**config.mk**
```make
export PLATFORM = sky130hd
export DESIGN_NAME = seg7_ascii_capture_flat
export DESIGN_NICKNAME = d
export VERILOG_FILES = /design/src/rtl/seg7_ascii_capture_if.sv /design/src/rtl/seg7_ascii_capture.sv /design/src/flat_wrapper.sv
export SDC_FILE = /design/constraint.sdc
export NUM_CORES = 1
export LEC_CHECK = 0
export BUFFER_PORTS_ARGS = -buffer_cell sky130_fd_sc_hd__buf_2
export CAP_MARGIN = 30
export CORE_MARGIN = 2
export CORE_UTILIZATION = 54
export DETAILED_ROUTE_END_ITERATION = 8
export PLACE_DENSITY = 0.76
export RECOVER_POWER = 50
export SLEW_MARGIN = 20
export SYNTH_ARGS = -nofsm -noshare
export SYNTH_HDL_FRONTEND = slang
export SYNTH_SLANG_ARGS = --single-unit
```
**constraint.sdc**
```tcl
create_clock -name clk_i -period 2.7 [get_ports clk_i]
set_clock_uncertainty 0.2 [all_clocks]
set_input_delay 0.27 -clock clk_i [delete_from_list [all_inputs] [get_ports clk_i]]
set_output_delay 0.27 -clock clk_i [all_outputs]
set_load 0.005 [all_outputs]
```
**src/rtl/seg7_ascii_capture_if.sv**
```systemverilog
// Display read-back bundle: the five active-low segment buses and rescan request
// going in, the decoded character stream with its status flags coming out.
interface seg7_ascii_capture_if;
   logic [6:0] hex_seg4;
   logic [6:0] hex_seg3;
   logic [6:0] hex_seg2;
   logic [6:0] hex_seg1;
   logic [6:0] hex_seg0;
   logic       rescan;
   logic       char_ready;
   logic [7:0] char_out;
   logic       char_valid;
   logic [2:0] char_idx;
   logic       unknown;
   logic       busy;

   modport slave (
      input  hex_seg4, hex_seg3, hex_seg2, hex_seg1, hex_seg0,
      input  rescan, char_ready,
      output char_out, char_valid, char_idx, unknown, busy
   );

   modport master (
      output hex_seg4, hex_seg3, hex_seg2, hex_seg1, hex_seg0,
      output rescan, char_ready,
      input  char_out, char_valid, char_idx, unknown, busy
   );
endinterface

```
**src/rtl/seg7_ascii_capture.sv**
```systemverilog
// Samples the five 7-segment buses, waits for them to settle, and streams each new
// settled message out as five ASCII bytes, leftmost digit first.
module seg7_ascii_capture #(
   parameter int unsigned STABLE_CYCLES = 4
) (
   input  logic                 clk_i,
   input  logic                 rst_ni,
   seg7_ascii_capture_if.slave  cap_if
);
   typedef enum logic [1:0] {ST_SETTLE, ST_EMIT, ST_DONE} state_e;

   localparam logic [7:0]  CNT_MAX       = 8'(STABLE_CYCLES - 1);
   localparam logic [7:0]  ASCII_UNKNOWN = 8'h3F;
   localparam logic [34:0] ALL_BLANK     = '1;

   function automatic logic [7:0] seg_decode(input logic [6:0] seg);
      logic [7:0] ch;
      case (seg)
         7'h40:   ch = 8'h30;
         7'h79:   ch = 8'h31;
         7'h24:   ch = 8'h32;
         7'h30:   ch = 8'h33;
         7'h19:   ch = 8'h34;
         7'h12:   ch = 8'h35;
         7'h02:   ch = 8'h36;
         7'h78:   ch = 8'h37;
         7'h00:   ch = 8'h38;
         7'h10:   ch = 8'h39;
         7'h09:   ch = 8'h48;
         7'h06:   ch = 8'h45;
         7'h04:   ch = 8'h65;
         7'h47:   ch = 8'h4C;
         7'h4F:   ch = 8'h6C;
         7'h23:   ch = 8'h6F;
         7'h0C:   ch = 8'h50;
         7'h2B:   ch = 8'h4E;
         7'h7F:   ch = 8'h20;
         default: ch = ASCII_UNKNOWN;
      endcase
      return ch;
   endfunction

   logic [34:0]     raw_seg;
   logic [34:0]     sync1_q, sync2_q, prev_q;
   logic [7:0]      cnt_q, cnt_d;
   logic [4:0][6:0] snap_q, snap_d;
   logic [34:0]     last_q, last_d;
   logic [2:0]      idx_q, idx_d;
   state_e          state_q, state_d;
   logic            rescan_q, rescan_d;
   logic            unknown_q, unknown_d;
   logic            same, settled;
   logic [7:0]      cur_char;

   assign raw_seg  = {cap_if.hex_seg4, cap_if.hex_seg3, cap_if.hex_seg2,
                      cap_if.hex_seg1, cap_if.hex_seg0};
   assign same     = (sync2_q == prev_q);
   assign settled  = same && (cnt_q == CNT_MAX);
   assign cur_char = seg_decode(snap_q[idx_q]);

   // Segment buses come from another clock domain; two flops before any compare.
   always_ff @(posedge clk_i or negedge rst_ni) begin
      if (!rst_ni) begin
         sync1_q <= ALL_BLANK;
         sync2_q <= ALL_BLANK;
         prev_q  <= ALL_BLANK;
      end else begin
         sync1_q <= raw_seg;
         sync2_q <= sync1_q;
         prev_q  <= sync2_q;
      end
   end

   always_ff @(posedge clk_i or negedge rst_ni) begin
      if (!rst_ni) begin
         state_q   <= ST_SETTLE;
         cnt_q     <= '0;
         snap_q    <= ALL_BLANK;
         last_q    <= ALL_BLANK;
         idx_q     <= 3'd4;
         rescan_q  <= 1'b0;
         unknown_q <= 1'b0;
      end else begin
         state_q   <= state_d;
         cnt_q     <= cnt_d;
         snap_q    <= snap_d;
         last_q    <= last_d;
         idx_q     <= idx_d;
         rescan_q  <= rescan_d;
         unknown_q <= unknown_d;
      end
   end

   always_comb begin
      state_d   = state_q;
      cnt_d     = cnt_q;
      snap_d    = snap_q;
      last_d    = last_q;
      idx_d     = idx_q;
      rescan_d  = rescan_q | cap_if.rescan;
      unknown_d = unknown_q;

      if (!same) begin
         cnt_d = '0;
      end else if (cnt_q != CNT_MAX) begin
         cnt_d = cnt_q + 8'd1;
      end

      case (state_q)
         ST_SETTLE: begin
            if (settled && ((sync2_q != last_q) || rescan_q)) begin
               snap_d   = sync2_q;
               last_d   = sync2_q;
               rescan_d = cap_if.rescan;
               idx_d    = 3'd4;
               state_d  = ST_EMIT;
            end
         end
         ST_EMIT: begin
            if (cap_if.char_ready) begin
               // First byte of a message starts a fresh Unknown verdict.
               if (idx_q == 3'd4) begin
                  unknown_d = (cur_char == ASCII_UNKNOWN);
               end else if (cur_char == ASCII_UNKNOWN) begin
                  unknown_d = 1'b1;
               end
               if (idx_q == 3'd0) begin
                  state_d = ST_DONE;
               end else begin
                  idx_d = idx_q - 3'd1;
               end
            end
         end
         ST_DONE: begin
            cnt_d   = '0;
            state_d = ST_SETTLE;
         end
         default: state_d = ST_SETTLE;
      endcase
   end

   assign cap_if.char_valid = (state_q == ST_EMIT);
   assign cap_if.char_out   = (state_q == ST_EMIT) ? cur_char : 8'h00;
   assign cap_if.char_idx   = idx_q;
   assign cap_if.unknown    = unknown_q;
   assign cap_if.busy       = (state_q == ST_EMIT);
endmodule

```
**src/flat_wrapper.sv**
```systemverilog
// flat-port wrapper written by rule: the top's interface ports become plain ports
module seg7_ascii_capture_flat 
#(
   parameter int unsigned STABLE_CYCLES = 4
)
  (clk_i, rst_ni, cap_if_hex_seg4, cap_if_hex_seg3, cap_if_hex_seg2, cap_if_hex_seg1, cap_if_hex_seg0, cap_if_rescan, cap_if_char_ready, cap_if_char_out, cap_if_char_valid, cap_if_char_idx, cap_if_unknown, cap_if_busy);
  seg7_ascii_capture_if cap_if_i ();
  input  logic clk_i;
  input  logic rst_ni;
  input wire logic [$bits(cap_if_i.hex_seg4)-1:0] cap_if_hex_seg4;
  input wire logic [$bits(cap_if_i.hex_seg3)-1:0] cap_if_hex_seg3;
  input wire logic [$bits(cap_if_i.hex_seg2)-1:0] cap_if_hex_seg2;
  input wire logic [$bits(cap_if_i.hex_seg1)-1:0] cap_if_hex_seg1;
  input wire logic [$bits(cap_if_i.hex_seg0)-1:0] cap_if_hex_seg0;
  input wire logic [$bits(cap_if_i.rescan)-1:0] cap_if_rescan;
  input wire logic [$bits(cap_if_i.char_ready)-1:0] cap_if_char_ready;
  output wire logic [$bits(cap_if_i.char_out)-1:0] cap_if_char_out;
  output wire logic [$bits(cap_if_i.char_valid)-1:0] cap_if_char_valid;
  output wire logic [$bits(cap_if_i.char_idx)-1:0] cap_if_char_idx;
  output wire logic [$bits(cap_if_i.unknown)-1:0] cap_if_unknown;
  output wire logic [$bits(cap_if_i.busy)-1:0] cap_if_busy;
  assign cap_if_i.hex_seg4 = cap_if_hex_seg4;
  assign cap_if_i.hex_seg3 = cap_if_hex_seg3;
  assign cap_if_i.hex_seg2 = cap_if_hex_seg2;
  assign cap_if_i.hex_seg1 = cap_if_hex_seg1;
  assign cap_if_i.hex_seg0 = cap_if_hex_seg0;
  assign cap_if_i.rescan = cap_if_rescan;
  assign cap_if_i.char_ready = cap_if_char_ready;
  assign cap_if_char_out = cap_if_i.char_out;
  assign cap_if_char_valid = cap_if_i.char_valid;
  assign cap_if_char_idx = cap_if_i.char_idx;
  assign cap_if_unknown = cap_if_i.unknown;
  assign cap_if_busy = cap_if_i.busy;
  seg7_ascii_capture #(.STABLE_CYCLES(STABLE_CYCLES)) u_core (.clk_i(clk_i), .rst_ni(rst_ni), .cap_if(cap_if_i));
endmodule
```
==> results.py, run 1 <==
metrics = {
    "outcome": {
        "status": "complete, but fails checks",
        "violations": "setup timing",
    },
    "timing": {
        "min_period_ns": 3.49,
        "maxSlewHeadroom_pct": 11.2,
        "fin_crit_sh_pct": 129,
        "final_max_slew_viol_count": 0,
        "setup_ws_ns": -0.786,
        "finalSetupTns_ns": -17.04,
        "finalSetupViolCount": 44,
        "tightestPinTransition_ns": 1.33,
        "timing_hold_violations_final": 0,
        "rsz0062_at_grt": "true",
        "max_freq_ghz": 0.287,
    },
    "yosys": {
        "synth_ff_type": "dfstp_2",
        "ys_seq_area_share_pct": 62.6,
        "synthArstFlopShare_pct": 100,
        "yosys-top-cells-count": "141 x dfstp_2, 65 x xnor2_1, 36 x mux2_2",
        "synth_area_leaders": "dfstp_2 57%, xnor2_1 8.8%, mux2_2 6.3%",
        "syn_nets": 511,
        "yosys.area.top_type_share_pct": 57.2,
        "synthCells": 469,
        "synth_area_mm2": 0.00647,
        "ys_types": 51,
        "yosys_warnings": 0,
        "ys_ff_latch": 155,
        "syn_avg_cell_area_um2": 13.8,
        "yosysTopAreaCell": "dfstp_2",
        "yosysMostFrequentCell": "dfstp_2",
        "synth_edf_count": 0,
    },
    "clock_tree": {
        "clkSinkCount": 155,
        "cts-buffers-inserted": 17,
        "clock_path_buffers": 2,
        "h-tree-depth": 4,
        "path_clk_slew_ns": 0.07,
        "tritoncts": "done",
        "root_buffer": "clkbuf_16",
        "clock_latency_ns": 0.42,
    },
    "grt": {
        "grt_remaining_overflow": 0,
        "grt_pass1_wl_um": 24100,
        "antenna_found_initial": 0,
        "grt_pass1_vias": 4820,
        "grt_max_degree": 66,
        "grt_usage_pct": 24.7,
    },
    "setup_path": {
        "crit_type": "flop to output port",
        "endpoint_kind": "output port",
        "critical_path_required_ns": 2.23,
        "cp_max_fo": 6,
        "crit_arrival_ns": 3.02,
        "cp-start-kind": "flop",
    },
    "placement": {
        "place_ws_ns": -0.295,
        "portBuffers": 51,
        "hpwl_um": 9840,
        "place_congestion": 0.891,
    },
    "power_and_ir_drop": {
        "p_leak_nw": 3.56,
        "vdd_ir_drop_max_v": 0.000826,
        "p_per_area_mw_per_mm2": 580,
    },
    "die": {
        "die_x_um": 114,
        "die-area_mm2": 0.0129,
        "rows": 39,
        "die_y_um": 114,
        "start_util_pct": 56.0,
        "num_io_pins": 53,
        "core_mm2": 0.0116,
    },
    "detailed_routing": {
        "firstDrtPassIters": 4,
        "vias": 4403,
        "wl_per_cell_um": 17.8,
        "antenna_left": 0,
        "drc": 0,
        "viasPerCell": 5.34,
        "drt_iter0_drc": 241,
        "routed_wl_um": 14700,
    },
    "finish": {
        "nNetsFinal": 711,
        "area_growth_pct": 35.2,
        "drive_gt1_share_pct": 54.1,
        "diodes": 0,
    },
    "flow_run": {
        "drv_cap": 0,
    },
    "min_path": {
        "hold_path.class": "flop to flop",
    },
}
-- worst paths after layout --
path | cells past startpoint | slack (ns) | to | start
worst max-delay path | 11 | -0.79 | cap_if_char_out[2] | u_core.cap_if.char_idx[2]
worst max register to register | 10 | -0.40 | u_core.last_q[2] | u_core.sync2_q[23]
max in group asynchronous | 3 | 0.67 | u_core.sync1_q[20] | rst_ni
worst min-delay path | 0 | 0.16 | u_core.sync2_q[16] | u_core.sync1_q[16]
worst min register to register | 0 | 0.16 | u_core.sync2_q[16] | u_core.sync1_q[16]
min in group asynchronous | 2 | 0.51 | u_core.cnt_q[4] | rst_ni
-- where the power goes --
part | switching [W] | total [W] | internal [W] | leakage [nW]
logic | 0.000122 | 0.000262 | 0.000140 | 1.62
registers | 0.0000437 | 0.00250 | 0.00246 | 1.65
clock network | 0.00106 | 0.00232 | 0.00126 | 0.285
total | 0.00122 | 0.00508 | 0.00386 | 3.56
-- kinds of logic after synthesis --
kind of cell	count (synthesis)	share of synthesized area, %
XOR/XNOR	79	10.7
flip-flops	155	62.6
buffers and inverters	22	2.26
AND/OR/NAND/NOR	106	8.79
adder cells (fa/ha/maj)	3	0.580
AO/OA/AOI/OAI	52	6.42
multiplexers	51	8.58
other	1	0.0579
-- layout make-up --
type	instances	area, um^2
inverter	5	18.8
fill	719	2810
tap	143	179
timing repair buffer	198	1530
clock inverter	14	141
sequential	155	4060
multi-input combinational	292	2400
clock buffer	18	439
-- critical path: stages, from the launching register on --
cell,delay (ns)
dfstp_2,0.59
buf_6,0.13
buf_6,0.09
mux2i_2,0.23
nor3_2,0.08
a311o_1,0.39
buf_4,0.16
nand4_1,0.14
nand4_1,0.12
a311o_1,0.37
a31oi_1,0.16
buf_2,0.14
-- flip-flops by register name, indices dropped and copies added, names as in the netlist --
name and count:
u_core.cnt_q 8, u_core.prev_q 35, u_core.last_q 34, u_core.state_q 2, u_core.rescan_q 1, u_core.sync2_q 35, u_core.snap_q 1, u_core.cap_if.char_idx 3
u_core.sync1_q 35, u_core.cap_if.unknown 1
-- cells in the final DEF (no fill, tap or decap), types with 3 or more instances in the layout --
cell type,instances
a21oi_1,5
a311o_1,4
a31oi_1,5
buf_12,3
buf_2,49
buf_4,98
buf_6,5
clkbuf_1,3
clkbuf_16,17
dfrtp_1,14
dfstp_1,34
dfstp_2,107
dlygate4sd3_1,38
ha_1,3
inv_1,5
inv_6,6
inv_8,5
mux2_2,36
mux2i_1,11
mux2i_2,3
nand2_1,13
nand2b_1,6
nand3_1,10
nand4_1,19
nor2_1,18
nor2_2,4
nor3_1,10
nor3_2,5
nor4_1,6
nor4_2,3
o21ai_0,12
o21ai_2,3
xnor2_1,65
xor2_1,14
-- metal layers --
layer | GRT usage, % | wire length (um)
met5 | 0 | 0
met4 | 10.9 | 524
met3 | 5.63 | 554
met2 | 43.3 | 7570
met1 | 29.4 | 6060
-- per-stage QoR --
step | util (%) | cell area [um^2] | power, W | cells | hold slack, ns
global placement | 65.1 | 7520 | 0.00275 | 738 | 0.0488
global route | 75.7 | 8760 | 0.00526 | 825 | 0.160
CTS | 75.1 | 8680 | 0.00514 | 819 | 0.156
finish | 75.7 | 8760 | 0.00508 | 825 | 0.157
floorplan | - | 6480 | 0.00262 | 469 | -0.226
detailed placement | 65.1 | 7520 | 0.00277 | 738 | 0.0601
-- timing repair --
item                       4_1_cts  5_1_grt
setup buffers                   10        6
hold buffers                    38        0
resized for setup               18       12
cloned                           1        0
pin swaps                       14       10
setup endpoints to repair       44       46
hold endpoints to repair        94        0
(Power assumes the default switching activity.)
==> run 2, diff against run 1 <==
--- a/config.mk
+++ b/config.mk
@@ -7,7 +7,7 @@
 export LEC_CHECK = 0
 export BUFFER_PORTS_ARGS = -buffer_cell sky130_fd_sc_hd__buf_2
 export CAP_MARGIN = 30
-export CORE_MARGIN = 2
+export CORE_MARGIN = 3
 export CORE_UTILIZATION = 54
 export DETAILED_ROUTE_END_ITERATION = 8
 export PLACE_DENSITY = 0.76
==> run 2 against run 1 <==
Against the previous run:
- die area grew 3.6%
- final area is essentially flat
- largest cell class unchanged
- sequential power is essentially flat
- flip-flop and latch count is the same
- power grew 4.0%
- first-iteration DRC count grew 17%
- the run ends with capacitance limit, slew limit, setup timing left
- largest power group unchanged
- critical path depth is the same
- sequential share of layout area is essentially flat
==> results.py, run 2 (synthesized netlist as in run 1, its figures left out) <==
metrics = {
    "outcome": {
        "status": "complete, but fails checks",
        "violations": "capacitance limit, slew limit, setup timing",
    },
    "clock_tree": {
        "cts-buffers-inserted": 17,
        "clkSinkCount": 155,
        "clock_path_buffers": 2,
        "tritoncts": "done",
        "h-tree-depth": 4,
        "clock_latency_ns": 0.42,
        "root_buffer": "clkbuf_16",
        "path_clk_slew_ns": 0.07,
    },
    "die": {
        "die_y_um": 116,
        "num_io_pins": 53,
        "rows": 39,
        "start_util_pct": 56.0,
        "core_mm2": 0.0116,
        "die-area_mm2": 0.0133,
        "die_x_um": 116,
    },
    "grt": {
        "grt_max_degree": 66,
        "grt_remaining_overflow": 0,
        "grt_usage_pct": 23.6,
        "antenna_found_initial": 0,
        "grt_pass1_wl_um": 23800,
        "grt_pass1_vias": 4620,
    },
    "power_and_ir_drop": {
        "clockPowerShare_pct": 47.5,
        "p_int_w": 0.00418,
        "swShare_pct": 20.8,
        "vdd_ir_drop_max_v": 0.000653,
        "seqPwrFrac_pct": 47.5,
        "p_per_area_mw_per_mm2": 603,
        "combPwrFrac_pct": 5.0,
        "p_leak_nw": 3.54,
        "p_switching_w": 0.00110,
    },
    "timing": {
        "final_max_slew_viol_count": 65,
        "setup_ws_ns": -0.683,
        "hold_slack_ns": 0.148,
        "timing_hold_violations_final": 0,
        "finalSetupViolCount": 44,
        "maxSlewHeadroom_pct": -1.88,
        "finalSetupTns_ns": -16.28,
        "min_period_ns": 3.38,
        "fin_crit_sh_pct": 125,
        "tightestPinTransition_ns": 1.53,
        "max_freq_ghz": 0.296,
        "rsz0062_at_grt": "true",
    },
    "detailed_routing": {
        "firstDrtPassIters": 5,
        "routed_wl_um": 14700,
        "antenna_left": 0,
        "viasPerCell": 5.43,
        "wl_per_cell_um": 18.1,
        "vias": 4423,
        "drc": 0,
        "drt_iter0_drc": 283,
    },
    "setup_path": {
        "reg2reg_depth": 10,
        "r2r-end": "u_core.last_q[10]",
        "cp-start-kind": "flop",
        "crit_type": "flop to output port",
        "cp_max_fo": 7,
        "reg2reg_from": "u_core.sync2_q[25]",
        "critical_path_required_ns": 2.23,
        "reg2reg_slack_ns": -0.41,
        "crit_arrival_ns": 2.91,
        "endpoint_kind": "output port",
    },
    "finish": {
        "fin_cells": 815,
        "top_regs": "u_core.prev_q x35, u_core.sync1_q x35, u_core.sync2_q x35",
        "fill_cells": 663,
        "final_common_cell": "dfstp_2",
        "nNetsFinal": 701,
        "diodes": 0,
        "seqCellArea_mm2": 0.00406,
        "drive_gt1_share_pct": 53.4,
        "multiInputGateArea_mm2": 0.00241,
        "area_growth_pct": 35.2,
        "layout_common_cells": "108 x dfstp_2, 87 x buf_4, 65 x xnor2_1",
    },
    "min_path": {
        "hold_path.class": "flop to flop",
        "hold_depth": 0,
        "worstHoldStart": "u_core.sync1_q[29]",
        "holdPathEnd": "u_core.sync2_q[29]",
    },
    "placement": {
        "place_ws_ns": -0.336,
        "portBuffers": 51,
        "place_congestion": 0.883,
        "hpwl_um": 9420,
        "place_inst": 734,
    },
    "flow_run": {
        "drv_cap": 1,
    },
}
[run 2: critical path, stage by stage (launching register included)]
cell,delay [ns]
dfstp_2,0.61
buf_4,0.14
mux2i_1,0.19
nor3_1,0.08
a311o_1,0.31
buf_4,0.16
buf_4,0.14
nand4_1,0.14
nand4_1,0.12
a311o_1,0.31
a31oi_1,0.14
buf_2,0.14
[run 2: timing repair]
item,4_1_cts,5_1_grt
cloned,1,0
hold buffers,38,0
gates resized for setup,26,11
endpoints found under the setup margin,46,47
pin swaps,14,3
endpoints found under the hold margin,54,0
setup buffers,8,2
[run 2: layer usage]
metal	track usage [%]	vias to the layer above	routed length (um)
met5	0	-	0
met4	9.78	0	406
met3	4.91	33	554
met2	40.7	121	7660
met1	28.9	2233	6100
li1	-	2036	-
[run 2: power by group through the flow]
stage | Sequential (W) | Clock, W | Combinational (W)
3_3_place_gp | 0.00254 | 0 | 0.000211
6_report | 0.00251 | 0.00251 | 0.000264
5_1_grt | 0.00251 | 0.00265 | 0.000288
2_1_floorplan | 0.00255 | 0 | 0.0000713
4_1_cts | 0.00252 | 0.00255 | 0.000267
3_5_place_dp | 0.00255 | 0 | 0.000219
[run 2: worst max path at each step]
stage                         startpoint                        end  slack [ns]  depth (start not counted)
6_report       u_core.cap_if.char_idx[2]         cap_if_char_out[2]       -0.68                         11
5_1_grt        u_core.cap_if.char_idx[2]         cap_if_char_out[2]       -0.81                         12
4_1_cts        u_core.cap_if.char_idx[2]         cap_if_char_out[3]       -0.63                         12
3_5_place_dp          u_core.sync2_q[23]           u_core.last_q[6]       -0.34                         10
3_3_place_gp          u_core.sync2_q[15]  u_core.cap_if.char_idx[2]       -0.33                         10
2_1_floorplan  u_core.cap_if.char_idx[2]         cap_if_char_out[2]       -0.04                         10
[run 2: layout make-up]
class | count | share of cell area (%)
Tap cell | 143 | 2.04
Clock buffer | 19 | 5.06
Timing Repair Buffer | 188 | 16.6
Clock inverter | 13 | 2.20
Multi-Input combinational cell | 292 | 27.6
Inverter | 5 | 0.214
Sequential cell | 155 | 46.3
[run 2: through the flow]
stage                     total power (W)  cell area, um^2  util, %
after floorplan                   0.00262             6480        -
after global placement            0.00275             7490     64.8
after detailed placement          0.00277             7490     64.8
after CTS                         0.00533             8720     75.4
after global routing              0.00545             8760     75.7
final                             0.00528             8760     75.7
==> run 3, diff against run 2 <==
--- a/config.mk
+++ b/config.mk
@@ -11,7 +11,6 @@
 export CORE_UTILIZATION = 54
 export DETAILED_ROUTE_END_ITERATION = 8
 export PLACE_DENSITY = 0.76
-export RECOVER_POWER = 50
 export SLEW_MARGIN = 20
 export SYNTH_ARGS = -nofsm -noshare
 export SYNTH_HDL_FRONTEND = slang
==> run 3 against run 2 <==
Against the previous run:
- the run ends with setup timing left
- clock power is essentially flat
- flip-flop and latch count did not move
- register-to-register slack hardly changed
- power up 0.27%
- critical path type unchanged
- clock-buffer cell count did not move
- combinational power is essentially flat
- setup slack worse by 0.0032 ns
- die area unchanged
==> results.py, run 3 (synthesized netlist as in run 1, its figures left out) <==
metrics = {
    "outcome": {
        "status": "complete, but fails checks",
        "violations": "setup timing",
    },
    "finish": {
        "fill_cells": 655,
        "final_common_cell": "dfstp_2",
        "nNetsFinal": 701,
        "layout_common_cells": "141 x dfstp_2, 89 x buf_4, 65 x xnor2_1",
        "top_regs": "u_core.prev_q x35, u_core.sync1_q x35, u_core.sync2_q x35",
        "diodes": 0,
        "drive_gt1_share_pct": 59.1,
        "post-route-util_pct": 75.9,
        "area_growth_pct": 35.5,
        "multiInputGateArea_mm2": 0.00241,
        "seqCellArea_mm2": 0.00406,
        "fin_cells": 815,
        "design_area_mm2": 0.00877,
    },
    "flow_run": {
        "drv_cap": 0,
    },
    "timing": {
        "final_max_slew_viol_count": 0,
        "min_period_ns": 3.39,
        "setup_ws_ns": -0.686,
        "max_freq_ghz": 0.295,
        "tightestPinTransition_ns": 0.568,
        "finalSetupViolCount": 44,
        "finalSetupTns_ns": -15.83,
        "rsz0062_at_grt": "true",
        "timing_hold_violations_final": 0,
        "maxSlewHeadroom_pct": 62.1,
        "fin_crit_sh_pct": 125,
    },
    "clock_tree": {
        "h-tree-depth": 4,
        "clock_latency_ns": 0.42,
        "root_buffer": "clkbuf_16",
        "cts-buffers-inserted": 17,
        "clock_path_buffers": 2,
        "clkSinkCount": 155,
        "tritoncts": "done",
        "path_clk_slew_ns": 0.07,
    },
    "grt": {
        "grt_pass1_wl_um": 23800,
        "grt_pass1_vias": 4620,
        "antenna_found_initial": 0,
        "grt_remaining_overflow": 0,
        "grt_usage_pct": 23.6,
        "grt_max_degree": 66,
    },
    "placement": {
        "place_congestion": 0.883,
        "portBuffers": 51,
        "hpwl_um": 9420,
        "place_inst": 734,
        "placed_area_mm2": 0.00749,
    },
    "die": {
        "start_util_pct": 56.0,
        "die-area_mm2": 0.0133,
        "rows": 39,
        "die_y_um": 116,
        "num_io_pins": 53,
        "core_mm2": 0.0116,
        "die_x_um": 116,
    },
    "min_path": {
        "hold_depth": 0,
        "worstHoldStart": "u_core.sync1_q[29]",
        "holdPathEnd": "u_core.sync2_q[29]",
        "hold_path.class": "flop to flop",
    },
    "setup_path": {
        "reg2reg_slack_ns": -0.40,
        "reg2reg_depth": 10,
        "crit_type": "flop to output port",
        "endpoint_kind": "output port",
        "r2r-end": "u_core.last_q[10]",
        "cp-start-kind": "flop",
        "critical_path_required_ns": 2.23,
        "cp_max_fo": 7,
        "cpMostUsedCell": "buf_4",
        "crit_chain": "buf_4, mux2i_1, nor3_1, a311o_1, buf_4, buf_4, nand4_1, nand4_1, a311o_1, a31oi_1, buf_2",
        "max_stage_delay_ns": 0.61,
        "reg2reg_from": "u_core.sync2_q[25]",
        "cp_slowest_cell": "dfstp_2",
        "crit_arrival_ns": 2.92,
    },
    "power_and_ir_drop": {
        "vdd_ir_drop_max_v": 0.000657,
        "p_leak_nw": 3.58,
        "p_per_area_mw_per_mm2": 604,
        "total_power_w": 0.00530,
    },
    "detailed_routing": {
        "wl_per_cell_um": 18.1,
        "vias": 4394,
        "drc": 0,
        "antenna_left": 0,
        "routed_wl_um": 14800,
        "drt_iter0_drc": 291,
        "viasPerCell": 5.39,
        "firstDrtPassIters": 4,
    },
}
==> run 3: routing by layer <==
metal	vias to the layer above	share of wire (%)	routed length, um	track usage (%)
li1	2040	-	-	-
met2	121	52	7710	40.7
met3	33	4.1	607	4.91
met5	-	0	0	0
met4	0	2.7	393	9.78
met1	2200	41	6050	28.9
==> run 3: worst max-delay path by stage <==
stage	from	to	slack, ns	depth (start not counted)
after floorplan	u_core.cap_if.char_idx[2]	cap_if_char_out[2]	-0.04	10
after global placement	u_core.sync2_q[15]	u_core.cap_if.char_idx[2]	-0.33	10
after detailed placement	u_core.sync2_q[23]	u_core.last_q[6]	-0.34	10
after CTS	u_core.cap_if.char_idx[2]	cap_if_char_out[3]	-0.63	12
after global routing	u_core.cap_if.char_idx[2]	cap_if_char_out[2]	-0.81	12
final	u_core.cap_if.char_idx[2]	cap_if_char_out[2]	-0.69	11
==> run 3: final cells by class <==
cell class | instances | area share (%)
Sequential cell | 155 | 46.2
Multi-Input combinational cell | 292 | 27.5
Timing Repair Buffer | 188 | 16.8
Clock buffer | 19 | 5.05
Clock inverter | 13 | 2.20
Tap cell | 143 | 2.04
Inverter | 5 | 0.214
==> run 3: power breakdown <==
part	switching, W	internal, W	leakage [nW]
clock	0.000929	0.00158	0.309
sequential	0.0000457	0.00247	1.67
combinational	0.000125	0.000142	1.60
total	0.00110	0.00420	3.58
==> run 3: metrics by stage <==
stage / hold slack, ns / setup WS, ns
finish: 0.144 / -0.686
global route: 0.148 / -0.805
CTS: 0.146 / -0.634
detailed placement: 0.0993 / -0.336
global placement: 0.0891 / -0.327
floorplan: -0.226 / -0.0367
==> run 3: timing repair <==
action                                 CTS  global route
gates cloned                             1             0
hold buffers                            38             0
buffers inserted                         8             2
setup endpoints to repair               46            47
pin swaps                               14             3
endpoints found under the hold margin   54             0
gates resized for setup                 26            11
==> run 3: critical path, delay by kind of cell (launching register included) <==
family / cells / cell delay [ns]
AO/OA/AOI/OAI: 3 / 0.76
buffers and inverters: 4 / 0.58
flip-flops: 1 / 0.61
multiplexers: 1 / 0.19
AND/OR/NAND/NOR: 3 / 0.34
